$ cat src/rtl/fetch_sequencer.sv
// Fetch-stage sequencer: reset/interrupt vector load, 16-bit instruction and
// instruction+immediate assembly, with jump > stall > interrupt priority.
module fetch_sequencer #(
    parameter int unsigned PC_W      = 32,
    parameter int unsigned INSTR_W   = 16,
    parameter int unsigned RESET_VEC = 0,
    parameter int unsigned INT_VEC   = 2,
    parameter int unsigned IMM_BIT   = 0
) (
    input  logic               clk,
    input  logic               rst,
    input  logic               stall,
    input  logic               jumpBit,
    input  logic [PC_W-1:0]    branchIR,
    input  logic               interruptBit,
    input  logic [INSTR_W-1:0] instrWord,
    output logic [PC_W-1:0]    pc,
    output logic [INSTR_W-1:0] finalInstruction,
    output logic [INSTR_W-1:0] immediate,
    output logic               fetchValid,
    output logic               immValid,
    output logic               intAck,
    output logic [PC_W-1:0]    savedPc
);

    typedef enum logic [1:0] {VEC_HI, VEC_LO, RUN, IMM} state_e;

    state_e             state_q, state_d;
    logic [PC_W-1:0]    pc_q, pc_d;
    logic [PC_W-1:0]    saved_q, saved_d;
    logic [INSTR_W-1:0] vec_hi_q, vec_hi_d;
    logic [INSTR_W-1:0] held_q, held_d;
    logic [INSTR_W-1:0] final_q, final_d;
    logic [INSTR_W-1:0] imm_q, imm_d;
    logic               fv_q, fv_d;
    logic               iv_q, iv_d;
    logic               ack_q, ack_d;
    logic               pend_q, pend_d;

    logic               do_jump, do_stall, do_int;
    logic               imm_flag;
    logic [PC_W-1:0]    pc_inc;

    // Exclusive per-cycle actions in priority order
    assign do_jump  = jumpBit && (state_q == RUN || state_q == IMM);
    assign do_stall = stall && !do_jump;
    assign do_int   = !do_jump && !stall && state_q == RUN && pend_q;
    assign imm_flag = instrWord[IMM_BIT];
    assign pc_inc   = pc_q + PC_W'(1);

    always_ff @(posedge clk or posedge rst) begin
        if (rst) state_q <= VEC_HI;
        else     state_q <= state_d;
    end

    always_comb begin
        state_d = state_q;
        unique case (1'b1)
            do_jump:  state_d = RUN;
            do_stall: state_d = state_q;
            do_int:   state_d = VEC_HI;
            default: begin
                unique case (state_q)
                    VEC_HI:  state_d = VEC_LO;
                    VEC_LO:  state_d = RUN;
                    RUN:     state_d = imm_flag ? IMM : RUN;
                    IMM:     state_d = RUN;
                    default: state_d = VEC_HI;
                endcase
            end
        endcase
    end

    always_comb begin
        pc_d     = pc_q;
        saved_d  = saved_q;
        vec_hi_d = vec_hi_q;
        held_d   = held_q;
        final_d  = final_q;
        imm_d    = imm_q;
        fv_d     = 1'b0;
        iv_d     = 1'b0;
        ack_d    = 1'b0;
        pend_d   = pend_q | interruptBit;
        unique case (1'b1)
            do_jump:  pc_d = branchIR;
            do_stall: pc_d = pc_q;
            do_int: begin
                saved_d = pc_q;
                ack_d   = 1'b1;
                pend_d  = interruptBit;
                pc_d    = PC_W'(INT_VEC);
            end
            default: begin
                unique case (state_q)
                    VEC_HI: begin
                        vec_hi_d = instrWord;
                        pc_d     = pc_inc;
                    end
                    VEC_LO: pc_d = PC_W'({vec_hi_q, instrWord});
                    RUN: begin
                        pc_d = pc_inc;
                        if (imm_flag) begin
                            held_d = instrWord;
                        end else begin
                            final_d = instrWord;
                            fv_d    = 1'b1;
                        end
                    end
                    IMM: begin
                        final_d = held_q;
                        imm_d   = instrWord;
                        fv_d    = 1'b1;
                        iv_d    = 1'b1;
                        pc_d    = pc_inc;
                    end
                    default: pc_d = pc_q;
                endcase
            end
        endcase
    end

    always_ff @(posedge clk or posedge rst) begin
        if (rst) begin
            pc_q     <= PC_W'(RESET_VEC);
            saved_q  <= '0;
            vec_hi_q <= '0;
            held_q   <= '0;
            final_q  <= '0;
            imm_q    <= '0;
            fv_q     <= 1'b0;
            iv_q     <= 1'b0;
            ack_q    <= 1'b0;
            pend_q   <= 1'b0;
        end else begin
            pc_q     <= pc_d;
            saved_q  <= saved_d;
            vec_hi_q <= vec_hi_d;
            held_q   <= held_d;
            final_q  <= final_d;
            imm_q    <= imm_d;
            fv_q     <= fv_d;
            iv_q     <= iv_d;
            ack_q    <= ack_d;
            pend_q   <= pend_d;
        end
    end

    assign pc               = pc_q;
    assign finalInstruction = final_q;
    assign immediate        = imm_q;
    assign fetchValid       = fv_q;
    assign immValid         = iv_q;
    assign intAck           = ack_q;
    assign savedPc          = saved_q;

endmodule
$ cat config.mk
export PLATFORM = sky130hd
export DESIGN_NAME = fetch_sequencer
export DESIGN_NICKNAME = d
export VERILOG_FILES = /design/src/rtl/fetch_sequencer.sv
export SDC_FILE = /design/constraint.sdc
export NUM_CORES = 1
export LEC_CHECK = 0
export ABC_AREA = 1
export BUFFER_PORTS_ARGS = -buffer_cell sky130_fd_sc_hd__buf_2
export CORE_AREA = 2 2 131 101
export CTS_CLUSTER_DIAMETER = 30
export CTS_CLUSTER_SIZE = 25
export DETAILED_ROUTE_END_ITERATION = 12
export DIE_AREA = 0 0 133 103
export PLACE_DENSITY = 0.82
export SYNTH_ARGS = -nofsm -noshare
export SYNTH_HDL_FRONTEND = slang
export SYNTH_SLANG_ARGS = --single-unit
$ cat constraint.sdc
create_clock -name clk -period 4.7 [get_ports clk]
set_input_delay 0.705 -clock clk [delete_from_list [all_inputs] [get_ports clk]]
set_output_delay 0.705 -clock clk [all_outputs]
set_load 0.05 [all_outputs]
**Yosys cells after proc, flatten, opt, wreduce, memory -nomap -nowiden**

Cells that the tools add are included.

- Register bits after elaboration: 134
- Bits in latches: 0
- Bits in writable memories: 0
- ROM bits: 0
- Input bits: 53
- Output and inout bits: 99
- Logic and storage cells: 49
- Memories kept: 0

- Add/sub/neg operators: 1
- Multipliers: 0
- Divide/modulo/power cells: 0
- $lt $le $gt $ge: 0
- Equality and inequality tests: 4
- Shift-type cells: 0
- Mux-type cells: 14
- Bitwise gates (word level): 2
- Reductions and logical operators: 17

Operators by type and width:

| kind | count |
|---|---|
| 32-bit case mux with 3 select lines | 1 |
| 32-bit case mux with 2 select lines | 1 |
| 32-bit by 1-bit adder with 32-bit output (second input constant) | 1 |
| 16-bit case mux with 2 select lines | 1 |
| 16-bit two-way mux | 1 |
| 2-bit case mux with 3 select lines | 2 |
| 1-bit two-way mux | 7 |
| 3-bit AND reduction | 2 |
| 3-bit OR reduction | 2 |
| 1-bit logical AND | 5 |
| 2-bit == test (second input constant) | 2 |
| 2-bit AND reduction | 2 |
| 2-bit by 1-bit == test with 1-bit output (second input constant) | 1 |
| 1-bit zero test | 2 |
| 2-bit zero test | 1 |
| 2-bit != test (second input constant) | 1 |
| 1-bit case mux with 2 select lines | 1 |
| 2-bit nonzero test | 1 |
| 2-bit OR reduction | 1 |
| 1-bit logical OR | 1 |
| 1-bit NOT | 1 |
| 1-bit bitwise OR | 1 |

**Depth between registers and ports, before layout**

Gate-level depths: netlist of the first run.

- Depth after elaboration: 10
- Gate-level depth with buffers: 10
- Gate-level depth less buffers: 10

**Worst setup path before layout of the first run**

OpenSTA, ideal clock, no wires.

- Path type: reg2reg
- Start point: register pc_q[1] (netlist: pc[1])
- End point: register pc_q[22] (netlist: pc[22])
- Setup time: 116 ps
- Arrival: 1835 ps
- Setup slack: 2748 ps
- Stages on the path, launching flop included: 11
- Path buffers: 0
- Period minus slack after synthesis: 1952 ps
- Path through: dfrtp_1 ha_1 nand2_1 nor2_2 nand2_1 nor2_1 nand2_1 nand2_1 nand3_1 nand2_1 nand2_1

- Longest elaborated chain between the ends: 3

Ends and longest elaborated chain:

| element | RTL line | RTL |
|---|---|---|
| start, declared | 29 | `logic [PC_W-1:0] pc_q, pc_d;` |
| start signal, assigned | 125 | `pc_q <= PC_W'(RESET_VEC);` |
| start signal, assigned | 136 | `pc_q <= pc_d;` |
| 32-bit by 1-bit adder with 32-bit output | 49 | `assign pc_inc = pc_q + PC_W'(1);` |
| 32-bit case mux with 2 select lines | 95 | `unique case (state_q)` |
| 32-bit case mux with 3 select lines | 85 | `unique case (1'b1)` |

No other way between the ends.
A chain may end at the register's enable or synchronous reset.

**Worst setup path in the final report of the first run**

- Start point: register state_q[1]
- End point: register held_q[14]

- Longest elaborated chain between the ends: 10
- Elaborated cells on any way between the ends: 12
- Those cells by class: eq/ne: 2; bitwise: 1; reduce/logical: 9

Ends and longest elaborated chain:

| element | RTL line | RTL |
|---|---|---|
| start, declared | 28 | `state_e state_q, state_d;` |
| start signal, assigned | 53 | `else state_q <= state_d;` |
| 2-bit == test, on equally long branches | 45, 47, 95 |  |
| 1-bit logical OR | 45 | `assign do_jump = jumpBit && (state_q == RUN \|\| state_q == IMM);` |
| 1-bit logical AND | 45 |  |
| 1-bit zero test | 46, 47 |  |
| 1-bit logical AND (3 in a row) | 47 | `assign do_int = !do_jump && !stall && state_q == RUN && pend_q;` |
| 3-bit OR reduction (no line) | -- |  |
| 1-bit NOT (no line) | -- |  |
| 3-bit AND reduction (no line) (*) | -- |  |
| end signal, assigned | 139 | `held_q <= held_d;` |
| end, declared | 32 | `logic [INSTR_W-1:0] held_q, held_d;` |

Every way passes the cells marked *; elsewhere a longest branch is shown, timed or not.

==> impl_metrics.yaml, run 1 <==
die:
  io-pin-count: 152
  core_sq_um: 12570
  rows: 36
  die_height_um: 103
  die_area_sq_um: 13700
  die_w_um: 133
  start_util: 0.5224
final_layout:
  fillers: 1096
  seq_area_sq_um: 3353
  layout_common_cells: "289 x nand2_1, 151 x buf_2, 134 x dfrtp_1, 126 x o21ai_0, 84 x nor2_1"
  final_common_cell: "nand2_1"
  design_area_sq_um: 8018
  final_cells: 1182
  utilization: 0.6380
  nNetsFinal: 1052
  multiInputGateArea_sq_um: 2713
  drive_gt1_frac: 0.2117
  diodes: 0
  area.growth.synth_to_final_pct: 22.13
clocking:
  cts.path.max_buffers: 2
  cts_tree: "done"
  clock_latency_ps: 420
  cts_hold_buf: 0
  h-tree-depth: 4
  cts-root-buf: "clkbuf_16"
  ctsResizeCount: 0
  clock-sinks: 134
  postCtsSetupRepairBufs: 0
  path_clk_slew_ps: 60
  cts_made_buffers: 17
route:
  wl_per_cell_um: 15.89
  num_vias: 6284
  detail_route.iter0.violations: 602
  via_per_inst: 5.316
  drc: 0
  firstDrtPassIters: 5
  drt-total-wl_mm: 18.79
  final_antenna_net_count: 0
hold_path:
  holdCritPathClass: "in2async"
critical_path:
  start_kind: "flip-flop"
  rr_worst_depth: 7
  path_max_fanout: 31
  crit_required_ps: 4980
  r2r_end: "held_q[14]"
  reg2reg_from: "state_q[1]"
  crit_type: "reg2reg"
  critPathArrivalTime_ps: 3120
  crit_path_end_kind: "flip-flop"
  reg2reg_slack_ps: 1860
placement:
  postPlaceCellArea_sq_um: 7378
  hpwl_mm: 13.33
  placed_cells: 1150
  numPortBuffers: 151
  place_ws_ps: 1603
  gp_congestion: 0.9378
yosys:
  synth_area_per_cell_sq_um: 7.625
  synth_seq_cells: 134
  yosysWarnings: 0
  synthCells: 861
  ys_seq_area_frac: 0.5108
  synth_area_sq_um: 6565
  synth_nets: 915
  synth.distinct_cells: 27
timing:
  slew_headroom: 0.3394
  max_freq_mhz: 352.3
  worst_slew_pin_slew_ps: 989.8
  hold_viol: 0
  period_share: 0.6040
  holdWs_ps: 466.8
  setup_viol: 0
  slew_viol_final: 0
  finClkSkew_ps: 8.306
  fin_crit_ps: 2839
  rsz0062_at_grt: "false"
  final.setup.worst_slack_ps: 1861
  tns_ps: 0
power_and_ir_drop:
  vdd_drop_max_v: 0.0004505
  switchingPower_mw: 3.291
  power_mw: 6.565
  p_leak_nw: 4.232
  p_int_mw: 3.274
  p_sw_frac: 0.5013
  seqPwrFrac: 0.315
  power_frac_comb: 0.466
  p_per_area_nw_per_um2: 818.8
  power_frac_clock: 0.220
grt:
  gr-usage-all-layers: 0.2775
  grt-ovfl-total: 0
  antenna_found_initial: 0
  grt_pass1_vias: 5507
  grt_pass1_wl_mm: 28.95
  grt_max_degree: 98
status:
  outcome: "complete, no violations"
job:
  cap_violations: 0
## sequential cells by signal, indices dropped and copies added (netlist names)
signal,count
fetchValid,1
finalInstruction,16
held_q,16
immValid,1
immediate,16
intAck,1
pc,32
pend_q,1
savedPc,32
state_q,2
vec_hi_q,16
## metal layers
| layer | track usage | vias up | part of all wire |
|---|---|---|---|
| li1 | - | 3001 | - |
| met1 | 0.4096 | 2919 | 0.46 |
| met2 | 0.3950 | 327 | 0.42 |
| met3 | 0.07817 | 37 | 0.10 |
| met4 | 0.09264 | 0 | 0.021 |
| met5 | 0 | - | 0 |
## worst max-delay path by stage
stage	from	end	slack [ps]	cells after the start
after global placement	jumpBit	held_q[11]	1750	7
after floorplan	rst	fetchValid	410	1
after detailed placement	jumpBit	held_q[2]	1600	7
final	state_q[1]	held_q[14]	1860	7
after CTS	state_q[1]	held_q[14]	1910	7
after global routing	state_q[1]	held_q[14]	1640	6
## worst max-delay path, stage by stage, from the launching register on
cell and delay (ps):
dfrtp_1 450, nand2_2 120, nand2_2 440, nand3_2 470, inv_2 400, nand3_2 480
nand2_1 210, o21ai_0 120
## cell usage after synthesis (all sizes together)
cell,count,share of area
a21o,1,0.0011
dfrtp,134,0.51
buf,15,0.015
o32ai,1,0.0013
clkbuf,20,0.012
inv,86,0.049
ha,1,0.0019
o21bai,2,0.0023
nand2,294,0.17
o211ai,7,0.0080
a21oi,11,0.0084
and2,2,0.0019
nor2,87,0.052
xor2,4,0.0053
o21ai,143,0.12
o22ai,1,0.00095
nand3,52,0.042
## power by group through the flow
stage	combinational (mW)	sequential (mW)	clock, mW
5_1_grt	3.30	2.13	1.51
6_report	3.06	2.07	1.44
3_5_place_dp	3.05	2.06	0
3_3_place_gp	2.99	2.06	0
2_1_floorplan	1.02	3.34	0
4_1_cts	3.06	2.06	1.45
## cell families after synthesis
logic type	count (synthesis)	synth area share
compound gates	166	0.1397
fa+ha+maj	1	0.001906
xor+xnor	4	0.005336
buf+inv	121	0.07604
simple gates	435	0.2662
flops	134	0.5108
## cell type report
class	count	area share
clock buffers	19	0.05524
clock inverters	13	0.02450
inverters	86	0.04089
multi-input cells	606	0.3383
flip-flops and latches	134	0.4182
well taps	171	0.02669
repair buffers	153	0.09613
Note: power is estimated with default switching activity, not from simulation.
==> run 2, diff against run 1 <==
--- a/config.mk
+++ b/config.mk
@@ -7,12 +7,12 @@
 export LEC_CHECK = 0
 export ABC_AREA = 1
 export BUFFER_PORTS_ARGS = -buffer_cell sky130_fd_sc_hd__buf_2
-export CORE_AREA = 2 2 131 101
+export CORE_AREA = 2 2 137 106
 export CTS_CLUSTER_DIAMETER = 30
 export CTS_CLUSTER_SIZE = 25
 export DETAILED_ROUTE_END_ITERATION = 12
-export DIE_AREA = 0 0 133 103
-export PLACE_DENSITY = 0.82
+export DIE_AREA = 0 0 139 108
+export PLACE_DENSITY = 0.78
 export SYNTH_ARGS = -nofsm -noshare
 export SYNTH_HDL_FRONTEND = slang
 export SYNTH_SLANG_ARGS = --single-unit
==> constraint.sdc (replaced) <==
create_clock -name clk -period 2.32 [get_ports clk]
set_input_delay 0.348 -clock clk [delete_from_list [all_inputs] [get_ports clk]]
set_output_delay 0.348 -clock clk [all_outputs]
set_load 0.05 [all_outputs]
==> impl_metrics.yaml, run 2 (synthesis gave the netlist of run 1 again) <==
clocking:
  clock_latency_ps: 430
  cts_tree: "done"
  cts_hold_buf: 0
  postCtsSetupRepairBufs: 0
  path_clk_slew_ps: 60
  clock-sinks: 134
  cts.path.max_buffers: 2
  h-tree-depth: 4
  cts-root-buf: "clkbuf_16"
  ctsResizeCount: 0
  cts_made_buffers: 17
timing:
  rsz0062_at_grt: "false"
  slew_headroom: 0.6157
  tns_ps: 0
  fin_crit_ps: 1932
  finClkSkew_ps: 14.18
  slew_viol_final: 0
  period_share: 0.8327
  hold_viol: 0
  max_freq_mhz: 517.6
  setup_viol: 0
  final.setup.worst_slack_ps: 388.2
  holdWs_ps: 43.12
  worst_slew_pin_slew_ps: 574.4
critical_path:
  path_common_cell: "nand2_1"
  cpMaxStageDelayCell: "dfrtp_1"
  crit_path_end_kind: "flip-flop"
  cp_num_buf_inv: 0
  crit_type: "reg2reg"
  crit_chain: "ha_1 -> nand2_1 -> nor2_2 -> nand2_1 -> nor2_1 -> nand2_1 -> nand2_1 -> nand3_1 -> nand2_1 -> nand2_1"
  crit_required_ps: 2630
  start_kind: "flip-flop"
  path_delay_family: "simple AND/OR/NAND/NOR gates"
  max_stage_delay_ps: 440
  critPathArrivalTime_ps: 2240
  path_max_fanout: 8
final_layout:
  utilization: 0.5959
  final_common_cell: "nand2_1"
  design_area_sq_um: 8055
  layout_common_cells: "289 x nand2_1, 151 x buf_2, 134 x dfrtp_1, 126 x o21ai_0, 84 x nor2_1"
  drive_gt1_frac: 0.2204
  area.growth.synth_to_final_pct: 22.70
  nNetsFinal: 1062
  fillers: 1246
route:
  wl_per_cell_um: 16.07
  drc: 0
  final_antenna_net_count: 0
  drt-total-wl_mm: 19.24
  num_vias: 6337
  detail_route.iter0.violations: 628
  via_per_inst: 5.294
  firstDrtPassIters: 7
grt:
  antenna_found_initial: 1
  grt_max_degree: 68
  gr-usage-all-layers: 0.2627
  grt_pass1_wl_mm: 30.28
  grt-ovfl-total: 0
  grt_pass1_vias: 5713
placement:
  hpwl_mm: 14.02
  gp_congestion: 0.9523
  place_ws_ps: 462.6
  numPortBuffers: 151
  postPlaceCellArea_sq_um: 7495
power_and_ir_drop:
  p_leak_nw: 4.242
  p_per_area_nw_per_um2: 1615
  vdd_drop_max_v: 0.001070
die:
  io-pin-count: 152
  rows: 37
  die_height_um: 108
  core_sq_um: 13520
  die_area_sq_um: 15010
  start_util: 0.4857
  die_w_um: 139
job:
  cap_violations: 0
status:
  outcome: "complete, no violations"
hold_path:
  holdCritPathClass: "in2async"
-- run 2: layout make-up --
type,instances,area [sq um],share of cell area
multi-input combinational,606,2713,0.3368
clock inverter,14,118.9,0.01476
antenna,1,2.502,0.0003107
timing repair buffer,163,883.3,0.1097
inverter,86,326.6,0.04054
tap,175,219.0,0.02718
sequential,134,3353,0.4163
clock buffer,18,439.2,0.05452
-- run 2: where the power goes --
part           switching, mW  leakage, nW  internal [mW]
Combinational           4.84         2.32           1.44
Clock                   1.12        0.258           1.42
Sequential             0.804         1.66           3.39
-- run 2: worst paths after layout --
check | startpoint | to | slack [ps] | cells past startpoint
worst max-delay path | pc[0] | pc[30] | 390 | 10
worst min-delay path | rst | finalInstruction[15] | 40 | 3
worst max register to register | pc[0] | pc[30] | 390 | 10
worst min register to register | finalInstruction[3] | finalInstruction[3] | 480 | 2
max in group asynchronous | rst | pc[22] | 1940 | 3
min in group clk | interruptBit | pend_q | 140 | 2
-- run 2: metrics by stage --
step	power, mW	cells
6_report	13.01	1197
5_1_grt	13.75	1196
4_1_cts	13.01	1196
3_5_place_dp	10.45	1164
3_3_place_gp	10.34	1164
2_1_floorplan	8.848	861
-- run 2: tightest hold or removal path: cells and delay by family --
kind                   cells  cell delay, ps
buffers and inverters      3             490
-- run 2: routing by layer --
metal / up-vias / global-route usage / share of wire
li1: 3041 / - / -
met1: 2990 / 0.3927 / 0.47
met2: 288 / 0.3895 / 0.43
met3: 18 / 0.06200 / 0.088
met4: 0 / 0.06349 / 0.010
met5: - / 0 / 0
